===== config.mk =====
export PLATFORM = sky130hd
export DESIGN_NAME = pipe_stage
export DESIGN_NICKNAME = d
export VERILOG_FILES = /design/src/rtl/pipe_stage_pkg.sv /design/src/rtl/pipe_stage.sv
export SDC_FILE = /design/constraint.sdc
export NUM_CORES = 1
export LEC_CHECK = 0
export ABC_CLOCK_PERIOD_IN_PS = 1400
export CAP_MARGIN = 0
export CORE_ASPECT_RATIO = 1.75
export CORE_MARGIN = 2
export CORE_UTILIZATION = 36
export CTS_CLUSTER_SIZE = 16
export DETAILED_ROUTE_END_ITERATION = 16
export GPL_ROUTABILITY_DRIVEN = 1
export PLACE_DENSITY = 0.65
export SLEW_MARGIN = 20
export SYNTH_ARGS = -nofsm -noshare
export SYNTH_HDL_FRONTEND = slang
export SYNTH_SLANG_ARGS = --single-unit

===== constraint.sdc =====
create_clock -name clk -period 1.4 [get_ports clk]
set_input_delay 0.35 -clock clk [delete_from_list [all_inputs] [get_ports clk]]
set_output_delay 0.35 -clock clk [all_outputs]
set_load 0.005 [all_outputs]

===== src/rtl/pipe_stage_pkg.sv =====
// ---------------------------------------------------------------------------
// pipe_stage_pkg
// Shared definitions for the elastic pipeline stage register.
//   pipe_state_t : occupancy of the stage
//                    EMPTY = nothing held
//                    MAIN  = main entry valid
//                    BOTH  = main and skid entries valid (skid build only)
//   RESET        : level of rst that resets the stage
//   state_count  : number of entries held in a given state
// ---------------------------------------------------------------------------
package pipe_stage_pkg;

   typedef enum logic [1:0] {
      EMPTY = 2'd0,
      MAIN  = 2'd1,
      BOTH  = 2'd2
   } pipe_state_t;

   localparam logic RESET = 1'b1;

   // Occupancy of each state, used to drive the entry count output.
   function automatic logic [1:0] state_count(input pipe_state_t s);
      logic [1:0] n;
      n = 2'd0;
      case (s)
         EMPTY:   n = 2'd0;
         MAIN:    n = 2'd1;
         BOTH:    n = 2'd2;
         default: n = 2'd0;
      endcase
      return n;
   endfunction

endpackage


===== src/rtl/pipe_stage.sv =====
// ---------------------------------------------------------------------------
// pipe_stage
// Elastic pipeline stage register. It carries a data payload and a
// control-bit vector from one pipeline stage to the next, using a
// valid/ready handshake on both sides. It supports flush, and it zeroes
// the control bits whenever it presents a bubble. With SKID=1 a second
// (skid) entry absorbs the transfer that is in flight when the downstream
// stage stalls. This lets o_ready depend on the state register alone.
//
// Parameters
//   DATA_WIDTH : payload width
//   CTRL_WIDTH : control-bit vector width
//   SKID       : 1 = two entries, registered ready; 0 = one entry,
//                combinational ready
//
// Ports
//   clk      in   rising-edge clock
//   rst      in   synchronous active-high reset
//   i_valid  in   upstream offers an entry
//   o_ready  out  stage can accept this cycle
//   i_data   in   upstream payload
//   i_ctrl   in   upstream control bits
//   i_flush  in   discard everything held; drop this cycle's input
//   o_valid  out  stage presents an entry
//   i_ready  in   downstream accepts this cycle
//   o_data   out  presented payload (holds its last value across bubbles)
//   o_ctrl   out  presented control bits, zero whenever o_valid=0
//   o_count  out  entries held (0..2)
// ---------------------------------------------------------------------------
module pipe_stage
   import pipe_stage_pkg::*;
#(
   parameter int DATA_WIDTH = 64,
   parameter int CTRL_WIDTH = 5,
   parameter int SKID       = 1
) (
   input  logic                  clk,
   input  logic                  rst,
   input  logic                  i_valid,
   output logic                  o_ready,
   input  logic [DATA_WIDTH-1:0] i_data,
   input  logic [CTRL_WIDTH-1:0] i_ctrl,
   input  logic                  i_flush,
   output logic                  o_valid,
   input  logic                  i_ready,
   output logic [DATA_WIDTH-1:0] o_data,
   output logic [CTRL_WIDTH-1:0] o_ctrl,
   output logic [1:0]            o_count
);

   pipe_state_t           state_q;
   pipe_state_t           next_state;

   logic [DATA_WIDTH-1:0] main_data_q;
   logic [CTRL_WIDTH-1:0] main_ctrl_q;
   logic [DATA_WIDTH-1:0] skid_data_q;
   logic [CTRL_WIDTH-1:0] skid_ctrl_q;

   logic                  accept;
   logic                  take;
   logic                  load_main_in;
   logic                  load_main_skid;
   logic                  load_skid;

   assign o_valid = (state_q != EMPTY);

   // The skid build decodes ready from the state register only, so a
   // downstream stall cannot ripple combinationally upstream. The
   // single-register build must look at i_ready. It can refill in the
   // same cycle that it drains, which keeps back-to-back transfers
   // without a gap.
   generate
      if (SKID != 0) begin : g_ready_reg
         assign o_ready = (state_q != BOTH);
      end else begin : g_ready_comb
         assign o_ready = i_ready | ~o_valid;
      end
   endgenerate

   assign accept  = i_valid & o_ready;
   assign take    = o_valid & i_ready;

   assign o_data  = main_data_q;
   assign o_ctrl  = o_valid ? main_ctrl_q : '0;
   assign o_count = state_count(state_q);

   // Next-state logic and selection of which register loads.
   // Flush sends the stage to EMPTY and suppresses every load, so an
   // entry accepted in the flush cycle is dropped. In the single-register
   // build, MAIN with accept but no take cannot happen, because there
   // o_ready equals i_ready.
   always_comb begin
      next_state     = state_q;
      load_main_in   = 1'b0;
      load_main_skid = 1'b0;
      load_skid      = 1'b0;

      if (i_flush) begin
         next_state = EMPTY;
      end else begin
         case (state_q)
            EMPTY: begin
               if (accept) begin
                  next_state   = MAIN;
                  load_main_in = 1'b1;
               end
            end
            MAIN: begin
               if (accept && take) begin
                  load_main_in = 1'b1;
               end else if (accept && !take) begin
                  if (SKID != 0) begin
                     next_state = BOTH;
                     load_skid  = 1'b1;
                  end
               end else if (take) begin
                  next_state = EMPTY;
               end
            end
            BOTH: begin
               if (take) begin
                  next_state     = MAIN;
                  load_main_skid = 1'b1;
               end
            end
            default: begin
               next_state = EMPTY;
            end
         endcase
      end
   end

   // State and entry registers. Reset takes priority over flush and over
   // any handshake. Flush clears the held control bits but keeps the
   // payload, so o_data does not toggle across the resulting bubble.
   always_ff @(posedge clk) begin
      if (rst == RESET) begin
         state_q     <= EMPTY;
         main_data_q <= '0;
         main_ctrl_q <= '0;
         skid_data_q <= '0;
         skid_ctrl_q <= '0;
      end else begin
         state_q <= next_state;
         if (i_flush) begin
            main_ctrl_q <= '0;
            skid_ctrl_q <= '0;
         end else begin
            if (load_main_in) begin
               main_data_q <= i_data;
               main_ctrl_q <= i_ctrl;
            end else if (load_main_skid) begin
               main_data_q <= skid_data_q;
               main_ctrl_q <= skid_ctrl_q;
            end
            if (load_skid) begin
               skid_data_q <= i_data;
               skid_ctrl_q <= i_ctrl;
            end
         end
      end
   end

endmodule


After elaboration in Yosys (flattened, before gate mapping)
Cells that the tools add are included.
{"block": "word_totals", "reg_bits": 140, "output_inout_bits": 73, "in_bits": 74}
{"block": "op_classes", "n_mux": 23, "bitwise_logic": 3, "n_reduce_logical": 10, "n_eq_ne": 7}
{"operator": "2-to-1 mux 64 bit", "count": 2}
{"operator": "2-to-1 mux 5 bit", "count": 3}
{"operator": "2-to-1 mux 1 bit", "count": 10}
{"operator": "2-to-1 mux 2 bit", "count": 5}
{"operator": "inequality test 2 bit (second input constant)", "count": 4}
{"operator": "case mux 2 bit (3 select lines)", "count": 1}
{"operator": "case mux 2 bit (2 select lines)", "count": 1}
{"operator": "AND reduction 2 bit", "count": 2}
{"operator": "AND reduction 4 bit", "count": 1}
{"operator": "nonzero test 2 bit", "count": 2}
{"operator": "inequality test 3 bit (second input constant)", "count": 1}
{"operator": "AND 1 bit", "count": 2}
{"operator": "equality test 2 x 1 -> 1 bit (second input constant)", "count": 1}
{"operator": "equality test 2 bit (second input constant)", "count": 1}
{"operator": "logical AND 1 bit", "count": 2}
{"operator": "logical NOT 2 bit", "count": 1}
{"operator": "case mux 1 bit (2 select lines)", "count": 1}
{"operator": "OR reduction 2 bit", "count": 1}
{"operator": "logical NOT 1 bit", "count": 1}
{"operator": "NOT 1 bit", "count": 1}

Depth between registers and ports, before layout
Gate-level depths: netlist of run 1.
{"block": "logic_depth", "ltp_word": 9, "ltp_mapped": 7, "mapped_depth_nobuf": 4}

Worst setup path before layout of run 1
Ideal clock, no wire load.
{"block": "synth_timing", "path_type": "reg2reg", "from": "register state_q[0]", "to": "register main_data_q[21] (netlist: o_data[21])", "synth_period_minus_slack_ns": 1.451, "setup_slack_ns": -0.051, "setup_time_ns": 0.071, "stages_incl_launch_ff": 7, "path_buffers": 2, "t_arrival_ns": 1.380, "path_cell_list": "dfxtp_1 > nand2b_2 > nor3b_4 > buf_4 > buf_6 > a22oi_1 > o2bb2ai_1"}
{"block": "synth_via", "elab_chain_len": 8}
{"item": "from (decl)", "line_no": "pipe_stage.sv:51", "source": "pipe_state_t state_q;"}
{"item": "from (signal assigned)", "line_no": "pipe_stage.sv:144", "source": "state_q <= next_state;"}
{"item": "inequality test 2 bit *", "line_no": "pipe_stage.sv:74", "source": "assign o_ready = (state_q != BOTH);"}
{"item": "net o_ready", "line_no": "pipe_stage.sv:40", "source": "output logic o_ready,"}
{"item": "AND 1 bit *", "line_no": "pipe_stage.sv:80", "source": "assign accept = i_valid & o_ready;"}
{"item": "logical AND 1 bit", "line_no": "pipe_stage.sv:109", "source": "if (accept && take) begin"}
{"item": "2-to-1 mux 1 bit", "line_no": "pipe_stage.sv:109"}
{"item": "case mux 1 bit (2 select lines) *", "line_no": "pipe_stage.sv:101", "source": "case (state_q)"}
{"item": "2-to-1 mux 1 bit *", "line_no": "pipe_stage.sv:98", "source": "if (i_flush) begin"}
{"item": "nonzero test 2 bit (no source line)"}
{"item": "AND reduction 2 bit (no source line)"}
{"item": "to (signal assigned)", "line_no": "pipe_stage.sv:150", "source": "main_data_q <= i_data;"}
{"item": "to (signal assigned)", "line_no": "pipe_stage.sv:153", "source": "main_data_q <= skid_data_q;"}
{"item": "to (decl)", "line_no": "pipe_stage.sv:54", "source": "logic [DATA_WIDTH-1:0] main_data_q;"}
Mark *: on every way through the listed nets, which the timed path passes. The rest lies on a longest branch.
A chain may end at the register's enable or synchronous reset.

Worst setup path after layout of run 1
{"block": "layout_timing", "from": "register state_q[1]", "to": "register skid_data_q[59]"}
{"block": "layout_via", "elab_chain_len": 9}
{"item": "nonzero test 2 bit", "line_no": "pipe_stage.sv:65", "source": "assign o_valid = (state_q != EMPTY);"}
{"item": "AND 1 bit", "line_no": "pipe_stage.sv:81", "source": "assign take = o_valid & i_ready;"}
{"item": "logical NOT 1 bit", "line_no": "pipe_stage.sv:111", "source": "end else if (accept && !take) begin"}
{"item": "logical AND 1 bit", "line_no": "pipe_stage.sv:111"}
{"item": "2-to-1 mux 1 bit", "line_no": "pipe_stage.sv:111"}
{"item": "2-to-1 mux 1 bit", "line_no": "pipe_stage.sv:109"}
{"item": "2-to-1 mux 1 bit *", "line_no": "pipe_stage.sv:101"}
{"item": "2-to-1 mux 1 bit *", "line_no": "pipe_stage.sv:98"}
{"item": "AND reduction 2 bit (no source line) *"}
{"item": "to (signal assigned)", "line_no": "pipe_stage.sv:157", "source": "skid_data_q <= i_data;"}
{"item": "to (decl)", "line_no": "pipe_stage.sv:56", "source": "logic [DATA_WIDTH-1:0] skid_data_q;"}
Mark *: on every way between the ends. The rest lies on a longest branch, timed or not.

==> run metrics, run 1 <==
VDD IR max 716 uV; Hold Slack 452 ps; gr ovfl total 0; minimum clock period 1700 ps; Num Clock Sinks 140; clk root buf clkbuf_16; Reg power frac 0.426; Buffers on Ports 146; crit-path max FO 8; Die Area 15600 sq um; Worst EP arrival 1960 ps; max cap viols 0; Critical R2R Capture skid_data_q[59]; row count 58; ys flop type dfxtp_1; reg2reg start state_q[1]; Clock Skews 6.65 ps; depth of the worst hold-timing path 3; Final ANT Viol Nets 0; aggregate global-route resource usage 0.218; Post-synth EDFFs 0; via count 5235; synthesis-to-finish area growth 69.6%; R2R Setup Slk -300 ps; NumNets Final 818; #FFs+latches synth 140; largest net degree at the start of global routing 73; Avg WL per Cell 20.3 um; Sw Pwr 2.32 mW; Syn Std Cell Area 5260 sq um; CTS Buf Count 17; worst hold path class input port to register; PD cells 1100 nW/um^2; yosys warns 0; post-place setup slack -737 ps; hpwl dp 9680 um; GP Congestion 0.832; synthesized area per cell 9.44 sq um; internal power consumption 7.49 mW; Crit. Startpoint state_q[1]; post-synthesis sequential area ratio 0.533; Clock Power Share 0.459; vias in the first global route 5155; H-tree depth 4; Hold Crit Start rst; Residual DRC 0; Die H 164 um; startpoint types register; failing checks setup timing; core area 14300 sq um; Required @ worst endpoint 1670 ps; reg2reg path depth 8; Worst-Skew Late Latency 420 ps; Leak Pwr 3.32 nW; Max Fclk 0.589 GHz; post-synthesis async set-or-reset flop share 0; DR vias/cell 5.59; share of layout cells above drive strength 1 0.339; Worst-path clk slew 60 ps; final slew viol count 0; Worst Setup End Kind register; Gate power share 0.114; Synth Net Count 631; Clock Path Buffers 2; RSZ-0062 raised after global routing yes; Die W 95.4 um; I/O pins 147; Net Sw Frac 0.237; synthesized instance count 557; final worst setup slack -297 ps; worst slew pin tran 662 ps; Iter 0 DRT Violations 222; Setup Viol. Count Final 146; DRT Pass-1 Iters 5; Tcrit/Tclk final 1.21; WS Path Type register to register; Routed WL 19000 um; endpoints failing hold 0; Initial Utilization 0.368; first-pass GRT wire length 26000 um; worst rel slew slack 0.559; Netlist cell types 26; TritonCTS clock tree done; antenna violations before repair 0; Hold Path End o_data[0]; status finished, violations left
## layout by cell type (no fill, tap or decap), types with 2 or more instances in the layout
cell type	count
clkdlybuf4s50_1	69
clkbuf_8	3
mux2i_1	6
clkbuf_16	24
a21oi_1	42
nand2b_4	3
clkdlybuf4s15_1	3
clkinv_2	2
nor2b_1	6
nand2_1	74
dfxtp_4	2
nand2_4	31
dfxtp_2	17
buf_12	17
buf_8	5
nand2_2	23
dlygate4sd2_1	62
a22oi_1	38
bufinv_16	2
a22oi_2	31
clkinv_4	3
buf_4	19
nor3_4	3
buf_16	6
nor2_1	6
o2bb2ai_1	63
dfxtp_1	121
a21oi_2	22
buf_6	20
clkbuf_1	2
nand3b_1	2
buf_2	7
o2bb2ai_2	6
## through the flow
| stage | TNS [ps] | cell area (sq um) | util | power, mW | instances |
|---|---|---|---|---|---|
| after floorplan | -898 | 5280 | - | 4.57 | 557 |
| after global placement | -89500 | 6980 | 0.488 | 5.13 | 858 |
| after detailed placement | -94320 | 6980 | 0.488 | 5.14 | 858 |
| after CTS | -29140 | 8260 | 0.578 | 9.65 | 920 |
| after global routing | -37820 | 8910 | 0.624 | 10.1 | 936 |
| final | -30420 | 8920 | 0.624 | 9.81 | 937 |
## logic make-up after synthesis
group | after synthesis | synth area share
AOI/OAI and AO/OA | 206 | 0.279
DFF | 140 | 0.533
muxes | 6 | 0.0114
and+or+nand+nor | 154 | 0.128
buffers and inverters | 51 | 0.0481
## what timing repair did
| action | 4_1_cts | 5_1_grt |
|---|---|---|
| endpoints found under the setup margin | 212 | 154 |
| pin swaps | 44 | 71 |
| hold buffers | 0 | 0 |
| setup buffers | 23 | 9 |
| gates resized for setup | 215 | 119 |
| gates cloned | 9 | 11 |
## layer usage
| layer | up-vias | share of wire | GRT usage |
|---|---|---|---|
| li1 | 2407 | - | - |
| met1 | 2562 | 0.36 | 0.229 |
| met2 | 206 | 0.54 | 0.398 |
| met4 | 0 | 0.042 | 0.103 |
| met3 | 60 | 0.050 | 0.0528 |
| met5 | - | 0 | 0 |
## synth_stat cells (all sizes together), types with 2 or more instances
library cell / count / area share
buf: 30 / 0.033
nor2b: 8 / 0.010
a22oi: 69 / 0.099
nand2b: 3 / 0.0040
clkbuf: 19 / 0.014
nand2: 128 / 0.091
nor2: 7 / 0.0050
o2bb2ai: 69 / 0.11
mux2i: 6 / 0.011
inv: 2 / 0.0014
dfxtp: 140 / 0.53
nand3b: 2 / 0.0029
a21oi: 64 / 0.061
nor3: 3 / 0.0081
## power groups by stage
stage	Sequential [mW]	Clock, mW	Combinational [mW]
final	4.18	4.51	1.12
after global routing	4.19	4.73	1.18
after CTS	4.17	4.54	0.941
after detailed placement	4.26	0	0.881
after global placement	4.26	0	0.873
after floorplan	4.25	0	0.322
## final cells by class
cell class | instances | area [sq um]
Inverter | 2 | 7.51
Clock inverter | 9 | 113
Tap cell | 180 | 225
Fill cell | 1158 | 5380
Multi-Input combinational cell | 366 | 2820
Antenna cell | 1 | 2.50
Sequential cell | 140 | 2830
Timing Repair Buffer | 217 | 2440
Clock buffer | 22 | 474
## registers in the layout, indices dropped and copies added, names as in the netlist
register	count
skid_ctrl_q	5
o_data	64
main_ctrl_q	5
state_q	2
skid_data_q	64
## worst max-delay path, cell delays in order, from the launching register on
cell and delay, ps:
dfxtp_4 350, buf_6 110, buf_6 110, nor4bb_4 370
nand2b_4 140, buf_4 170, buf_12 140, nand2_1 70
a21oi_1 70
## worst max path at each step
| stage | to | slack (ps) |
|---|---|---|
| 2_1_floorplan | o_data[11] | -10 |
| 3_3_place_gp | o_data[19] | -700 |
| 3_5_place_dp | o_data[19] | -740 |
| 4_1_cts | skid_data_q[0] | -260 |
| 5_1_grt | skid_data_q[59] | -350 |
| 6_report | skid_data_q[59] | -300 |
(Power assumes the default switching activity.)
==> inputs of run 2 (changes only) <==
--- a/config.mk
+++ b/config.mk
@@ -5,15 +5,14 @@
 export SDC_FILE = /design/constraint.sdc
 export NUM_CORES = 1
 export LEC_CHECK = 0
-export ABC_CLOCK_PERIOD_IN_PS = 1400
+export ABC_CLOCK_PERIOD_IN_PS = 2200
 export CAP_MARGIN = 0
 export CORE_ASPECT_RATIO = 1.75
 export CORE_MARGIN = 2
 export CORE_UTILIZATION = 36
 export CTS_CLUSTER_SIZE = 16
 export DETAILED_ROUTE_END_ITERATION = 16
-export GPL_ROUTABILITY_DRIVEN = 1
-export PLACE_DENSITY = 0.65
+export GPL_ROUTABILITY_DRIVEN = 0
 export SLEW_MARGIN = 20
 export SYNTH_ARGS = -nofsm -noshare
 export SYNTH_HDL_FRONTEND = slang
==> constraint.sdc (replaced) <==
create_clock -name clk -period 2.2 [get_ports clk]
set_input_delay 0.55 -clock clk [delete_from_list [all_inputs] [get_ports clk]]
set_output_delay 0.55 -clock clk [all_outputs]
set_load 0.005 [all_outputs]
==> run 2 against run 1 <==
Net effect: the flow now finishes without violations; final cell count is 4.9% lower; clock power decreased by 28%; setup slack improved by 370 ps; die area stayed put; sequential share of layout area up 4.7 points; register-to-register slack better by 880 ps; sequential power fell by 36%; core utilization shrank 8.5 points; largest power group unchanged; non-clock buffer count is 47 lower; critical path depth down 5; via count decreased by 10%; power down 34%.
==> run metrics, run 2 (synthesis results as in run 1) <==
Worst-Skew Late Latency 420 ps (about the same); Worst-path clk slew 60 ps (about the same); number of fillers in the final layout 1261 (+8.9%); startpoint types register; Iter 0 DRT Violations 216 (-2.7%); Die Area 15600 sq um (unchanged); reg2reg path depth 5 (-3); Worst EP arrival 1570 ps (-390 ps); Setup Viol. Count Final 0 (-100%); minimum clock period 2120 ps; Hold Path End skid_data_q[3]; Clock Path Buffers 2 (unchanged); synthesis-to-finish area growth 46.4%; max cap viols 0 (unchanged); via count 4689 (-10%); TritonCTS clock tree done; status complete, no violations; antenna violations before repair 1 (+1); PD cells 838 nW/um^2 (-24%); CTS Buf Count 17 (unchanged); Clock Skews 19.9 ps (+13.3 ps); WS Path Type register to primary output; gr ovfl total 0 (unchanged); share of layout cells above drive strength 1 0.0944 (-0.244); Final ANT Viol Nets 0 (unchanged); Avg WL per Cell 16.5 um (-19%); vias in the first global route 4872 (-5.5%); Routed WL 14700 um (-23%); Num Clock Sinks 140 (unchanged); final slew viol count 0 (unchanged); worst slew pin tran 470 ps (-192 ps); Hold Crit Start rst; Critical R2R Capture main_ctrl_q[2]; clk root buf clkbuf_16; Initial Utilization 0.368 (unchanged); Buffers on Ports 146 (unchanged); NumNets Final 771 (-5.7%); depth of the worst hold-timing path 2 (-1); most frequent cells in the layout 145 x clkdlybuf4s50_1, 138 x dfxtp_1, 128 x nand2_1, 69 x a22oi_1, 69 x o2bb2ai_1; first-pass GRT wire length 23700 um (-8.7%); endpoints failing hold 0 (unchanged); aggregate global-route resource usage 0.195 (-0.0237); worst rel slew slack 0.682 (+0.124); commonest non-fill, non-tap cell in the layout clkdlybuf4s50_1; Max Fclk 0.471 GHz; Required @ worst endpoint 1650 ps (-20 ps); utilization after layout 0.539 (-0.0852); Die W 95.4 um (unchanged); largest net degree at the start of global routing 89 (+22%); postcts setup bufs 0 (-100%); worst hold path class input port to register; I/O pins 147 (unchanged); H-tree depth 4 (unchanged); DR vias/cell 5.26 (-5.8%); VDD IR max 482 uV (-33%); row count 58 (unchanged); DRT Pass-1 Iters 5 (unchanged); Worst Setup End Kind primary output; Leak Pwr 2.54 nW (-23%); reg2reg start state_q[1]; Tcrit/Tclk final 0.966; R2R Setup Slk 580 ps (+880 ps); Residual DRC 0 (unchanged); hpwl dp 9750 um (+0.72%); crit-path max FO 9 (+1); total negative slack 0 ps (+30420 ps); core area 14300 sq um (unchanged); Die H 164 um (unchanged)
==> run 2: cell count changes in the layout (fill, tap and decap cells not counted), sizes merged <==
cell	delta
clkbuf	-12
buf	-49
bufinv	+4
inv	+1
dlymetal6s2s	-1
dlygate4sd2	-62
clkdlybuf4s15	-3
clkdlybuf4s50	+76
==> run 2: area by class of cell <==
| type | count | area [sq um] | share of cell area |
|---|---|---|---|
| Clock inverter | 14 | 241 | 0.0314 |
| Inverter | 2 | 7.51 | 0.000975 |
| Sequential cell | 140 | 2810 | 0.364 |
| Timing Repair Buffer | 170 | 1760 | 0.229 |
| Antenna cell | 1 | 2.50 | 0.000325 |
| Multi-Input combinational cell | 366 | 2220 | 0.289 |
| Tap cell | 180 | 225 | 0.0293 |
| Clock buffer | 18 | 429 | 0.0557 |
==> run 2: worst max path at each step <==
stage,start,end,slack (ps),depth (start not counted)
floorplan,i_valid,skid_data_q[10],600,7
global placement,i_ready,o_data[13],-40,6
detailed placement,i_valid,skid_data_q[18],-90,6
CTS,state_q[0],o_ctrl[0],0.6,3
global route,state_q[1],o_ctrl[1],-3,3
finish,state_q[1],o_ctrl[0],80,3
==> run 2: repair_timing <==
action                     in CTS  in global routing
setup endpoints to repair       6                  7
hold buffers                    0                  0
gates cloned                    0                  0
resized for setup               2                  3
==> run 2: critical path, cell delays in order, from the launching register on <==
cell and delay, ps:
dfxtp_2 440, nor2_4 90, nor2b_1 120, clkdlybuf4s50_1 510
==> run 2: per-stage QoR <==
step	cells	worst slack (ps)	hold slack [ps]	power, mW	instance area (sq um)
6_report	891	75.6	392	6.45	7700
5_1_grt	891	-2.66	396	6.68	7700
4_1_cts	890	0.595	382	6.53	7680
3_5_place_dp	858	-91.4	445	3.27	7010
3_3_place_gp	858	-35.6	438	3.27	7010
2_1_floorplan	557	597	425	2.91	5260
==> run 2: power by group <==
part           switching (mW)  leakage [nW]  internal (mW)
clock network            1.10         0.325           2.13
registers              0.0465          1.14           2.61
logic                   0.235          1.08          0.325
total                    1.38          2.54           5.07
==> run 2: layer usage <==
| metal | vias to the layer above | wire [um] | global-route usage |
|---|---|---|---|
| li1 | 2293 | - | - |
| met1 | 2233 | 5860 | 0.223 |
| met2 | 141 | 7740 | 0.329 |
| met3 | 22 | 716 | 0.0468 |
| met4 | 0 | 388 | 0.101 |
| met5 | - | 0 | 0 |
